===== src/rtl/nn_argmax.sv =====
// Serial argmax over NUM_CLASSES signed scores, with a valid/ack result handshake.
// Optional runner-up index and margin tracking is built when ARGMAX_MARGIN_EN is defined.
module nn_argmax #(
    parameter int NUM_CLASSES = 10,
    parameter int DATA_W      = 32,
    parameter int IDX_W       = 4
) (
    input  logic                          clk,
    input  logic                          reset,
    input  logic                          ready_i,
    input  logic [NUM_CLASSES*DATA_W-1:0] score_i,
    input  logic                          ack_i,
    output logic                          busy_o,
    output logic                          valid_o,
    output logic [IDX_W-1:0]              class_o,
    output logic [DATA_W-1:0]             max_o,
    output logic                          overrun_o,
    output logic [IDX_W-1:0]              second_o,
    output logic [DATA_W-1:0]             margin_o
);

    typedef enum logic [1:0] {
        ST_IDLE = 2'd0,
        ST_SCAN = 2'd1,
        ST_HOLD = 2'd2
    } state_t;

    state_t                          state_q;
    logic                            ready_q;
    logic [NUM_CLASSES*DATA_W-1:0]   buf_q;
    logic [IDX_W-1:0]                ptr_q;
    logic                            last_q;
    logic signed [DATA_W-1:0]        best_q;
    logic [IDX_W-1:0]                best_idx_q;
    logic                            busy_q;
    logic                            valid_q;
    logic [IDX_W-1:0]                class_q;
    logic [DATA_W-1:0]               max_q;
    logic                            overrun_q;

    logic                            rise_s;
    logic signed [DATA_W-1:0]        cand_s;
    logic signed [DATA_W-1:0]        best_d;
    logic [IDX_W-1:0]                best_idx_d;

`ifdef ARGMAX_MARGIN_EN
    logic signed [DATA_W-1:0]        second_q;
    logic [IDX_W-1:0]                second_idx_q;
    logic signed [DATA_W-1:0]        second_d;
    logic [IDX_W-1:0]                second_idx_d;
    logic [IDX_W-1:0]                second_out_q;
    logic [DATA_W-1:0]               margin_q;
    logic [DATA_W:0]                 margin_full_s;
`endif

    assign rise_s = ready_i & ~ready_q;
    assign cand_s = signed'(buf_q[ptr_q*DATA_W +: DATA_W]);

    // One signed compare step; ties keep the earlier (lower) index.
    always_comb begin
        best_d     = best_q;
        best_idx_d = best_idx_q;
`ifdef ARGMAX_MARGIN_EN
        second_d     = second_q;
        second_idx_d = second_idx_q;
`endif
        if (cand_s > best_q) begin
            best_d     = cand_s;
            best_idx_d = ptr_q;
`ifdef ARGMAX_MARGIN_EN
            second_d     = best_q;
            second_idx_d = best_idx_q;
`endif
        end else begin
`ifdef ARGMAX_MARGIN_EN
            if (cand_s > second_q) begin
                second_d     = cand_s;
                second_idx_d = ptr_q;
            end else begin
                second_d     = second_q;
                second_idx_d = second_idx_q;
            end
`else
            best_d     = best_q;
            best_idx_d = best_idx_q;
`endif
        end
    end

`ifdef ARGMAX_MARGIN_EN
    // Difference taken one bit wider so it can never wrap; it always fits DATA_W unsigned.
    assign margin_full_s = {best_q[DATA_W-1], best_q} - {second_q[DATA_W-1], second_q};
`endif

    // Control FSM, scan datapath and registered outputs.
    always_ff @(posedge clk or posedge reset) begin
        if (reset) begin
            state_q    <= ST_IDLE;
            ready_q    <= 1'b0;
            buf_q      <= '0;
            ptr_q      <= '0;
            last_q     <= 1'b0;
            best_q     <= '0;
            best_idx_q <= '0;
            busy_q     <= 1'b0;
            valid_q    <= 1'b0;
            class_q    <= '0;
            max_q      <= '0;
            overrun_q  <= 1'b0;
`ifdef ARGMAX_MARGIN_EN
            second_q     <= '0;
            second_idx_q <= '0;
            second_out_q <= '0;
            margin_q     <= '0;
`endif
        end else begin
            ready_q <= ready_i;
            case (state_q)
                ST_IDLE: begin
                    if (rise_s) begin
                        buf_q      <= score_i;
                        best_q     <= signed'(score_i[DATA_W-1:0]);
                        best_idx_q <= '0;
                        ptr_q      <= IDX_W'(1);
                        last_q     <= 1'b0;
                        busy_q     <= 1'b1;
`ifdef ARGMAX_MARGIN_EN
                        second_q     <= {1'b1, {(DATA_W-1){1'b0}}};
                        second_idx_q <= IDX_W'(1);
`endif
                        state_q    <= ST_SCAN;
                    end
                end
                ST_SCAN: begin
                    if (rise_s) begin
                        overrun_q <= 1'b1;
                    end
                    // Extra publish edge after the last compare gives NUM_CLASSES-edge latency.
                    if (last_q) begin
                        class_q <= best_idx_q;
                        max_q   <= best_q;
                        valid_q <= 1'b1;
`ifdef ARGMAX_MARGIN_EN
                        second_out_q <= second_idx_q;
                        margin_q     <= margin_full_s[DATA_W-1:0];
`endif
                        state_q <= ST_HOLD;
                    end else begin
                        best_q     <= best_d;
                        best_idx_q <= best_idx_d;
`ifdef ARGMAX_MARGIN_EN
                        second_q     <= second_d;
                        second_idx_q <= second_idx_d;
`endif
                        if (ptr_q == IDX_W'(NUM_CLASSES - 1)) begin
                            last_q <= 1'b1;
                        end else begin
                            ptr_q <= ptr_q + IDX_W'(1);
                        end
                    end
                end
                ST_HOLD: begin
                    if (rise_s) begin
                        overrun_q <= 1'b1;
                    end
                    if (ack_i) begin
                        valid_q <= 1'b0;
                        busy_q  <= 1'b0;
                        state_q <= ST_IDLE;
                    end
                end
                default: begin
                    state_q <= ST_IDLE;
                end
            endcase
        end
    end

    assign busy_o    = busy_q;
    assign valid_o   = valid_q;
    assign class_o   = class_q;
    assign max_o     = max_q;
    assign overrun_o = overrun_q;
`ifdef ARGMAX_MARGIN_EN
    assign second_o  = second_out_q;
    assign margin_o  = margin_q;
`else
    assign second_o  = '0;
    assign margin_o  = '0;
`endif

endmodule


===== config.mk =====
export PLATFORM = sky130hd
export DESIGN_NAME = nn_argmax
export DESIGN_NICKNAME = d
export VERILOG_FILES = /design/src/rtl/nn_argmax.sv
export SDC_FILE = /design/constraint.sdc
export NUM_CORES = 1
export LEC_CHECK = 0
export ABC_AREA = 1
export BUFFER_PORTS_ARGS = -buffer_cell sky130_fd_sc_hd__buf_2
export CORE_MARGIN = 1.5
export CORE_UTILIZATION = 55
export DETAILED_ROUTE_END_ITERATION = 8
export PLACE_DENSITY = 0.77
export SYNTH_ARGS = -nofsm -noshare
export SYNTH_HDL_FRONTEND = slang
export SYNTH_SLANG_ARGS = --single-unit

===== constraint.sdc =====
create_clock -name clk -period 35 [get_ports clk]
set_input_delay 5.25 -clock clk [delete_from_list [all_inputs] [get_ports clk]]
set_output_delay 5.25 -clock clk [all_outputs]
set_load 0.03 [all_outputs]

# After elaboration in Yosys (flattened, before gate mapping)

Index checks and enable logic that the tools add are counted.

Bits in registers: 403

Order comparisons: 1
Reduce and logical (&&, ||, !) cells: 14
Add/sub/neg operators: 1
Mux-type cells: 25
Shifts and indexed selects: 1
Bitwise gates (word level): 2
Eq/ne operators: 9

Operators by type and width:

| kind                                                 | count |
|---|---|
| indexed part select 320 x 10 -> 32 bit               | 1 |
| two-way mux 32 bit                                   | 3 |
| one-hot mux 32 bit (2 select lines)                  | 1 |
| greater-than comparator 32 bit                       | 1 |
| two-way mux 4 bit                                    | 6 |
| one-hot mux 4 bit (2 select lines)                   | 2 |
| != test 2 bit (second input constant)                | 6 |
| AND reduction 3 bit                                  | 3 |
| AND reduction 2 bit                                  | 4 |
| AND reduction 4 bit                                  | 2 |
| two-way mux 1 bit                                    | 6 |
| two-way mux 2 bit                                    | 3 |
| one-hot mux 1 bit (2 select lines)                   | 3 |
| one-hot mux 2 bit (3 select lines)                   | 1 |
| nonzero test 2 bit                                   | 3 |
| adder 4 x 1 -> 4 bit (second input constant)         | 1 |
| equality test 4 bit (second input constant)          | 1 |
| equality test 2 x 1 -> 1 bit (second input constant) | 1 |
| equality test 2 bit (second input constant)          | 1 |
| zero test 2 bit                                      | 1 |
| OR reduction 2 bit                                   | 1 |
| bitwise AND 1 bit                                    | 1 |
| NOT 1 bit                                            | 1 |

# Depth between registers and ports, before layout

Gate-level depths: netlist of the first run.

Word-level depth: 5
Mapped depth: 26

# Worst setup path after synthesis of the first run

Ideal clock, no wire load.

Path kind: in2reg
Start: input ready_i
End: register best_idx_q[0]
Data arrival time: 6370 ps
Buffers on the path: 2
Slack: 28564 ps
Library setup time: 66 ps
Stages: 9
Cells stage by stage: nand2_1 -> nor2_2 -> inv_2 -> nor2_1 -> inv_1 -> clkbuf_1 -> clkbuf_1 -> nand3_1 -> nand2_1

Cells in the longest elaborated chain, start to end: 3

Ends and longest elaborated chain:

| item                                 | RTL line | text |
|---|---|---|
| start: declaration                   | 10       | `input logic ready_i,` |
| bitwise AND 1 bit                    | 56       | `assign rise_s = ready_i & ~ready_q;` |
| != test 2 bit (no source line)       | -        |  |
| AND reduction 4 bit (no source line) | -        |  |
| end signal: assignment               | 150      | `best_idx_q <= best_idx_d;` |
| end: declaration                     | 34       | `logic [IDX_W-1:0] best_idx_q;` |

No other way between the ends.
A chain may end at the register's enable or synchronous reset.

# Worst setup path after layout of the first run

Start: input ready_i
End: register buf_q[115]

Cells in the longest elaborated chain, start to end: 2

Ends and longest elaborated chain:

| item                                 | RTL line | text |
|---|---|---|
| bitwise AND 1 bit                    | 56       |  |
| AND reduction 2 bit (no source line) | -        |  |
| end signal: assignment               | 121      | `buf_q <= score_i;` |
| end: declaration                     | 30       | `logic [NUM_CLASSES*DATA_W-1:0] buf_q;` |

No other way between the ends.

==> results of run 1 <==
-- power by group through the flow --
| stage | Combinational [µW] | Sequential [µW] | Clock, µW |
|---|---|---|---|
| global placement | 945 | 811 | 0 |
| floorplan | 702 | 815 | 0 |
| global route | 1120 | 841 | 485 |
| finish | 989 | 816 | 460 |
| CTS | 989 | 814 | 467 |
| detailed placement | 979 | 820 | 0 |
-- layer usage --
metal,share of wire [%],track usage [%],up-vias
met5,0.027,0,-
met2,47,51.5,732
li1,-,-,8244
met3,7.2,4.14,138
met1,41,40.8,8116
met4,4.3,13.2,2
-- cell usage in the layout, fill, tap and decap left out, drive strengths merged, types with 3 or more instances in the layout --
cell type,synthesis,layout
o211ai,64,64
nand3,107,107
a21oi,80,80
inv,172,172
buf,90,379
mux2,5,5
nor3,3,3
o21ai,300,300
mux2i,31,31
ha,37,37
bufinv,0,4
dfrtp,403,403
conb,1,36
clkbuf,100,57
clkinv,1,12
nor2,47,47
nand2,984,984
-- area by class of cell --
cell class              count  area (µm²)
diodes                      2        5.00
clock buffers              57        1240
clock inverters            17         190
fillers                  2982       12000
inverters                 173         664
multi-input cells        1706        7890
flip-flops and latches    403       10100
well taps                 455         569
repair buffers            379        1960
-- worst min-delay path, stage by stage (launching register included) --
cell     delay [ns]
dfrtp_1        0.34
nand2_1        0.05
nand2_1        0.04
-- how the worst max path moves through the flow --
stage          startpoint            end  slack [ns]  cells past startpoint
6_report          ready_i     buf_q[115]       26.92                      7
4_1_cts           ready_i     buf_q[115]       26.97                      7
3_5_place_dp      ready_i     buf_q[115]       26.43                      7
2_1_floorplan       reset  best_idx_q[0]       18.54                      1
5_1_grt           ready_i      buf_q[62]       26.67                      7
3_3_place_gp      ready_i      buf_q[32]       26.61                      7
-- synth_stat cells, drive strengths merged --
cell    count  area share, %
a21oi      80            2.1
ha         37            2.4
nand2     984             19
mux2i      31            1.6
o21ai     300            7.8
conb        1          0.019
nand4       2          0.064
clkbuf    100            1.9
inv       172            3.3
nor3b       1          0.039
nor3        3           0.10
o31ai       1          0.039
nand3     107            2.8
dfrtp     403             52
mux2        5           0.29
nor2       47           0.92
o211ai     64            2.5
a21o        1          0.039
o21a        2          0.077
a31o        1          0.045
and3        2          0.064
buf        90            2.9
clkinv      1          0.019
o22ai       2          0.064
-- per-stage QoR --
step / hold slack [ns] / power (µW)
5_1_grt: 0.478 / 2450
6_report: 0.465 / 2270
3_5_place_dp: 0.453 / 1800
4_1_cts: 0.468 / 2270
3_3_place_gp: 0.449 / 1760
2_1_floorplan: 0.437 / 1520
-- kinds of logic (layout without fill, tap and decap cells) --
family | Yosys count | in the layout | synth area share (%)
adder cells (fa/ha/maj) | 37 | 37 | 2.38
multiplexers | 36 | 36 | 1.89
AO/OA/AOI/OAI | 451 | 451 | 12.6
AND/OR/NAND/NOR | 1146 | 1146 | 23.0
flip-flops | 403 | 403 | 52.0
buffers and inverters | 363 | 626 | 8.15
other | 1 | 38 | 0.0193
-- flip-flops by register name (all words and copies together), names as in the netlist --
register and flops:
best_idx_q 4, best_q 32, buf_q 320, busy_o 1
class_o 4, last_q 1, max_o 32, overrun_o 1
ptr_q 4, ready_q 1, state_q 2, valid_o 1
==> flow_metrics.tcl, run 1 <==
set metrics [dict create \
    grt_overflow 0 \
    synthCells 2437 \
    seq_power_share_pct 36.0 \
    post-route-util_pct 65.3 \
    power_leakage_uw 0.0121 \
    cts_resized 0 \
    fin_crit_ns 8.08 \
    slowest_delay_ns 0.92 \
    core_area_um2 34600 \
    grt_max_degree 158 \
    hold_path_depth 2 \
    pre_cts_ws_ns 26.43 \
    place_inst 3115 \
    fin_crit_sh_pct 23.1 \
    dieArea_um2 36400 \
    cts_tree "done" \
    clkLatencyLatePin_ns 0.53 \
    grt_pass1_wl_um 88300 \
    critical_path.top_delay_family "buffers and inverters" \
    grt_pass1_vias 16900 \
    crit_fanout 114 \
    ys_warn_count 0 \
    p_per_area_nw_per_um2 100 \
    rows 68 \
    area_growth_pct 16.5 \
    path_buf_inv 4 \
    setup_viol 0 \
    crit_required_ns 35.35 \
    boundaryPins 399 \
    ant_nets 0 \
    ys_types 34 \
    reg2reg_to "best_q[21]" \
    grt_setup_unrepaired "no" \
    fin_nets 3066 \
    cts_hold_buffers 0 \
    arrival_ns 8.43 \
    h-tree-depth 2 \
    power_switching_uw 967 \
    finClkSkew_ns 0.0140 \
    clock-root-buffer "clkbuf_16" \
    outcome "finished, final reports clean" \
    tns_ns 0 \
    maxSlewHeadroom_pct 19.8 \
    crit_path_start_kind "input pin" \
    drive_above_1_share_pct 17.1 \
    hold_viol_final 0 \
    crit_chain "buf_2 -> nand2_1 -> nor2_4 -> buf_4 -> buf_4 -> buf_4 -> o21ai_0" \
    cpMostUsedCell "buf_4" \
    vias 17200 \
    start_util_pct 56.1 \
    reg2regPathDepth 19 \
    holdPathEnd "buf_q[214]" \
    dp_hpwl_um 38300 \
    ys_ff_latch 403 \
    antenna_found_initial 3 \
    io_buffers 362 \
    die_w_um 191 \
    slowest_stage "buf_4" \
    swShare_pct 42.7 \
    clock_path_buffers 3 \
    setup_ws_ns 26.92 \
    post_cts_buffers 0 \
    drtIter0Drc 1373 \
    place.gp.congestion 0.900 \
    final_cell_area_um2 22600 \
    min-delay-start "buf_q[214]" \
    via_per_inst 5.40 \
    syn_area_um2 19400 \
    hold_class "reg -> reg" \
    max_freq_ghz 0.124 \
    slew_viol_final 0 \
    die_y_um 191 \
    end_kind "flip-flop" \
    firstDrtPassIters 6 \
    critPathKind "in -> reg" \
    cts.clk_slew.worst_paths_ns 0.06 \
    grtUsageTotal_pct 31.0 \
    internal_power_uw 1300 \
    ys_seq_area_share_pct 52.0 \
    r2r_setup_slack_ns 29.04 \
    cts.sinks 403 \
    power_frac_comb_pct 43.7 \
    worstMarginPinSlew_ns 1.20 \
    rr_startpoint "ptr_q[0]" \
    final_cells 3192 \
    routed_wl_um 55900 \
    drcViolationCount 0 \
    postPlaceCellArea_um2 21100 \
    cts-buffers-inserted 42 \
    ir_drop_mv 0.0460 \
    clock_power_share_pct 20.3 \
    avgRoutedWirePerCell_um 17.5 \
    maxCapViolCount 0 \
    syn_area_per_cell_um2 7.97 \
]
Power figures use the tool's default switching activity.
==> run 2, diff against run 1 <==
- ABC_AREA: 1 -> 0
- clock period: 35 -> 8.25 ns (I/O delays scaled with it)
==> flow_metrics.tcl, run 2 <==
set metrics [dict create \
    routed_wl_um 53800 \
    grt_overflow 0 \
    grt_pass1_wl_um 84900 \
    synthCells 2025 \
    layout_commonest_cell "nand2_1" \
    largest_reg_flops 320 \
    hold_path_depth 2 \
    top_register "buf_q" \
    clkLatencyLatePin_ns 0.54 \
    firstDrtPassIters 5 \
    fin_crit_sh_pct 64.8 \
    outcome "finished, final reports clean" \
    drcViolationCount 0 \
    fin_nets 2685 \
    cts.clk_slew.worst_paths_ns 0.06 \
    finClkSkew_ns 0.0139 \
    drtIter0Drc 1227 \
    vias 15400 \
    setup_viol 0 \
    io_buffers 362 \
    synthFlopType "dfrtp_1" \
    h-tree-depth 2 \
    critPathKind "reg -> reg" \
    cts-buffers-inserted 42 \
    power_leakage_uw 0.0119 \
    rr_startpoint "ptr_q[0]" \
    ant_nets 0 \
    dieArea_um2 35700 \
    rows 67 \
    power_switching_uw 3470 \
    reg2regPathDepth 12 \
    ys_warn_count 0 \
    boundaryPins 399 \
    synth_common_cells "nand2_1 (1008), dfrtp_1 (403), clkbuf_1 (96)" \
    post_cts_buffers 0 \
    holdPathEnd "buf_q[46]" \
    synth_edf_count 0 \
    grt_use_met3_pct 5.80 \
    maxCapViolCount 0 \
    slew_viol_final 0 \
    postPlaceCellArea_um2 20900 \
    clock_path_buffers 3 \
    place.gp.congestion 0.975 \
    r2r_setup_slack_ns 2.90 \
    die_y_um 189 \
    area_growth_pct 17.6 \
    hold_class "reg -> reg" \
    crit_required_ns 8.67 \
    fin_crit_ns 5.35 \
    syn_area_per_cell_um2 9.40 \
    clock_power_share_pct 21.9 \
    grt.busiest_layer "met2" \
    cts_hold_buffers 0 \
    yosysMostFrequentCell "nand2_1" \
    grtUsageTotal_pct 30.7 \
    grt_util_met1_pct 45.1 \
    max_freq_ghz 0.187 \
    internal_power_uw 5630 \
    final_cell_area_um2 22400 \
    ir_drop_mv 0.244 \
    grtUsageMet2_pct 45.2 \
    worstMarginPinSlew_ns 1.18 \
    ys_seq_area_share_pct 53.0 \
    seq_power_share_pct 38.9 \
    avgRoutedWirePerCell_um 19.1 \
    cts_resized 0 \
    synth_top_cell_by_area "dfrtp_1" \
    tns_ns 0 \
    ys_types 42 \
    start_util_pct 56.3 \
    reg2reg_to "best_q[0]" \
    cts_tree "done" \
    grt_setup_unrepaired "no" \
    p_per_area_nw_per_um2 406 \
    maxSlewHeadroom_pct 21.2 \
    ys_async_sr_fraction_pct 100 \
    grt_max_degree 234 \
    fillers 2758 \
    end_kind "flip-flop" \
    core_area_um2 33800 \
    dp_hpwl_um 37800 \
    via_per_inst 5.48 \
    cts.sinks 403 \
    post-route-util_pct 66.3 \
    antenna_found_initial 11 \
    hold_viol_final 0 \
    mostFrequentLayoutCells "nand2_1 (1007), dfrtp_1 (401), buf_2 (362)" \
    crit_path_start_kind "flip-flop" \
    die_w_um 189 \
    ys_ff_latch 403 \
    yosysTopAreaCellShare_pct 53.0 \
    grt_pass1_vias 15600 \
    drive_above_1_share_pct 23.8 \
    syn_area_um2 19000 \
    swShare_pct 38.1 \
    min-delay-start "buf_q[46]" \
    synth_area_leaders "dfrtp_1 (53%), nand2_1 (20%), mux4_2 (7.6%)" \
    power_frac_comb_pct 39.3 \
    clock-root-buffer "clkbuf_16" \
    crit_fanout 64 \
    arrival_ns 5.77 \
]
## run 2: cell count changes in the layout (fill, tap and decap cells not counted), sizes merged, moves of 62 or more
cell    before  now
o21ai      300   41
inv        172   46
nand3      107    5
mux4         0   64
o211ai      64    2
## run 2: power groups by stage
stage / clock (µW) / sequential [µW] / combinational, µW
3_3_place_gp: 0 / 3510 / 3400
5_1_grt: 2080 / 3650 / 3970
6_report: 1990 / 3530 / 3570
2_1_floorplan: 0 / 3410 / 2660
4_1_cts: 2010 / 3530 / 3560
3_5_place_dp: 0 / 3550 / 3530
## run 2: how the worst max path moves through the flow
| stage | start | to | slack, ns | cells past startpoint |
|---|---|---|---|---|
| after floorplan | reset | best_idx_q[0] | 1.58 | 1 |
| after global placement | ptr_q[0] | best_q[0] | 2.94 | 12 |
| after detailed placement | ptr_q[0] | best_q[0] | 2.88 | 12 |
| after CTS | ptr_q[0] | best_idx_q[0] | 2.86 | 12 |
| after global routing | ptr_q[0] | best_idx_q[3] | 2.55 | 12 |
| final | ptr_q[0] | best_q[0] | 2.90 | 12 |
## run 2: final cells by class
cell class / instances / area [µm²] / share of cell area (%)
flip-flops and latches: 403 / 10100 / 45.1
well taps: 448 / 561 / 2.50
repair buffers: 377 / 1960 / 8.76
diodes: 8 / 20.0 / 0.0894
clock inverters: 19 / 256 / 1.15
clock buffers: 55 / 1180 / 5.28
inverters: 46 / 176 / 0.788
multi-input cells: 1454 / 8140 / 36.3
## run 2: metrics by stage
stage / setup WS (ns) / hold slack (ns) / cells / total power (µW)
floorplan: 1.58 / 0.440 / 2060 / 6070
global placement: 2.94 / 0.453 / 2728 / 6910
detailed placement: 2.88 / 0.457 / 2728 / 7080
CTS: 2.86 / 0.473 / 2802 / 9100
global route: 2.55 / 0.481 / 2804 / 9700
finish: 2.90 / 0.470 / 2810 / 9090
## run 2: logic make-up after synthesis
| family | count (synthesis) | share of synthesized area (%) |
|---|---|---|
| AND/OR/NAND/NOR | 1074 | 21.6 |
| flip-flops | 403 | 53.0 |
| buffers and inverters | 203 | 5.14 |
| multiplexers | 167 | 13.2 |
| AO/OA/AOI/OAI | 138 | 4.54 |
| adder cells (fa/ha/maj) | 37 | 2.43 |
| XOR/XNOR | 2 | 0.0920 |
| other | 1 | 0.0197 |
## run 2: critical path, cell delays in order (launching register included)
cell and delay (ns):
dfrtp_4 1.17, buf_4 0.62, mux2_2 0.40, a221oi_1 0.23
nor2_1 0.11, ha_1 0.35, and4_1 0.23, a221oi_1 0.33
o31ai_1 0.15, or3b_1 0.40, nand3_2 0.32, buf_4 0.46
mux2_2 0.38
## run 2: per-layer routing
metal	up-vias	part of all wire [%]
met4	12	4.2
met1	7484	44
met3	127	8.2
met5	-	0.14
li1	7106	-
met2	679	44
==> run 3, diff against run 2 <==
- CORE_UTILIZATION: 55 -> 50
- PLACE_DENSITY: 0.77 -> 0.74
- clock period: 8.25 -> 4.7 ns (I/O delays scaled with it)
==> flow_metrics.tcl, run 3 (same netlist as run 2, synthesis figures left out) <==
set metrics [dict create \
    outcome "finished, final reports clean" \
    cts-buffers-inserted 42 \
    arrival_ns 4.74 \
    fillers 3211 \
    cts_hold_buffers 0 \
    dieArea_um2 39200 \
    die_w_um 198 \
    clock-root-buffer "clkbuf_16" \
    grtUsageTotal_pct 28.3 \
    final_cell_area_um2 22600 \
    layout_commonest_cell "nand2_1" \
    area_growth_pct 18.7 \
    grt_pass1_wl_um 85200 \
    grt_setup_unrepaired "no" \
    dp_hpwl_um 39600 \
    io_buffers 362 \
    antenna_found_initial 8 \
    crit_path_start_kind "flip-flop" \
    end_kind "flip-flop" \
    mostFrequentLayoutCells "nand2_1 (1007), dfrtp_1 (401), buf_2 (362)" \
    crit_required_ns 5.15 \
    crit_fanout 35 \
    maxCapViolCount 0 \
    grt_overflow 0 \
    clkLatencyLatePin_ns 0.54 \
    ir_drop_mv 0.351 \
    grt_pass1_vias 15400 \
    worstMarginPinSlew_ns 1.05 \
    vias 15400 \
    via_per_inst 5.33 \
    start_util_pct 50.7 \
    place.gp.congestion 0.903 \
    postPlaceCellArea_um2 21200 \
    clock_path_buffers 3 \
    top_register "buf_q" \
    fin_crit_ns 4.30 \
    post_cts_buffers 0 \
    drive_above_1_share_pct 24.0 \
    ant_nets 0 \
    fin_crit_sh_pct 91.4 \
    core_area_um2 37600 \
    fin_nets 2700 \
    finClkSkew_ns 0.0137 \
    cts.sinks 403 \
    boundaryPins 399 \
    drtIter0Drc 1165 \
    critPathKind "reg -> reg" \
    cts.clk_slew.worst_paths_ns 0.07 \
    p_per_area_nw_per_um2 704 \
    cts_tree "done" \
    firstDrtPassIters 7 \
    cts_resized 0 \
    post-route-util_pct 60.1 \
    drcViolationCount 0 \
    maxSlewHeadroom_pct 30.2 \
    rows 71 \
    final_cells 2890 \
    routed_wl_um 54700 \
    setup_viol 0 \
    tns_ns 0 \
    max_freq_ghz 0.233 \
    die_y_um 198 \
    place_inst 2806 \
    avgRoutedWirePerCell_um 18.9 \
    h-tree-depth 2 \
    slew_viol_final 0 \
    setup_ws_ns 0.402 \
    hold_class "in -> reg" \
    largest_reg_flops 320 \
    power_leakage_uw 0.0119 \
    grt_max_degree 230 \
    pre_cts_ws_ns 0.448 \
    hold_viol_final 0 \
]
==> run 3: metal layers <==
layer  wire length (µm)  vias up  global-route usage, %
met5                 40        -                      0
met4               1710        6                   9.30
met3               4110      105                   4.68
met2              25000      601                   43.8
met1              23900     7539                   40.8
li1                   -     7143                      -
==> run 3: power by group <==
part	internal (µW)	leakage, µW	switching [µW]	total (µW)
Combinational	2800	0.00628	3750	6560
Sequential	5090	0.00499	961	6050
Clock	1910	0.000659	1380	3290
Total	9800	0.0119	6090	15900
==> run 3: worst max-delay path, cell delays in order, from the launching register on <==
cell and delay, ns:
dfrtp_4 0.85, buf_4 0.40, mux4_2 0.38, a21oi_1 0.18
nor2_1 0.09, ha_1 0.34, nand4_1 0.19, nor4_4 0.44
a31oi_2 0.17, a31oi_1 0.22, nand3_2 0.38, buf_12 0.32
mux2i_1 0.20
==> run 3: path summary, 6_finish.rpt <==
check                                start         end  slack (ns)  cells past startpoint
worst max-delay path              ptr_q[1]   best_q[5]        0.40                     12
worst min-delay path               ready_i     ready_q        0.34                      1
worst max register to register    ptr_q[1]   best_q[5]        0.40                     12
worst min register to register  buf_q[187]  buf_q[187]        0.47                      2
max in group asynchronous            reset  buf_q[233]        3.12                      3
min in group asynchronous            reset  buf_q[298]        0.36                      2
==> run 3: cell type report <==
| cell class | instances | area, µm² | share of cell area (%) |
|---|---|---|---|
| clock inverter | 17 | 180 | 0.797 |
| sequential | 403 | 10100 | 44.7 |
| inverter | 46 | 176 | 0.781 |
| antenna | 8 | 20.0 | 0.0886 |
| multi-input combinational | 1454 | 8140 | 36.0 |
| timing repair buffer | 392 | 2190 | 9.68 |
| tap | 511 | 639 | 2.83 |
| clock buffer | 59 | 1170 | 5.16 |
==> run 3: through the flow <==
| stage | power (µW) | hold WS (ns) |
|---|---|---|
| floorplan | 10700 | 0.440 |
| global placement | 12300 | 0.453 |
| detailed placement | 12600 | 0.457 |
| CTS | 15900 | 0.330 |
| global route | 17000 | 0.338 |
| finish | 15900 | 0.339 |
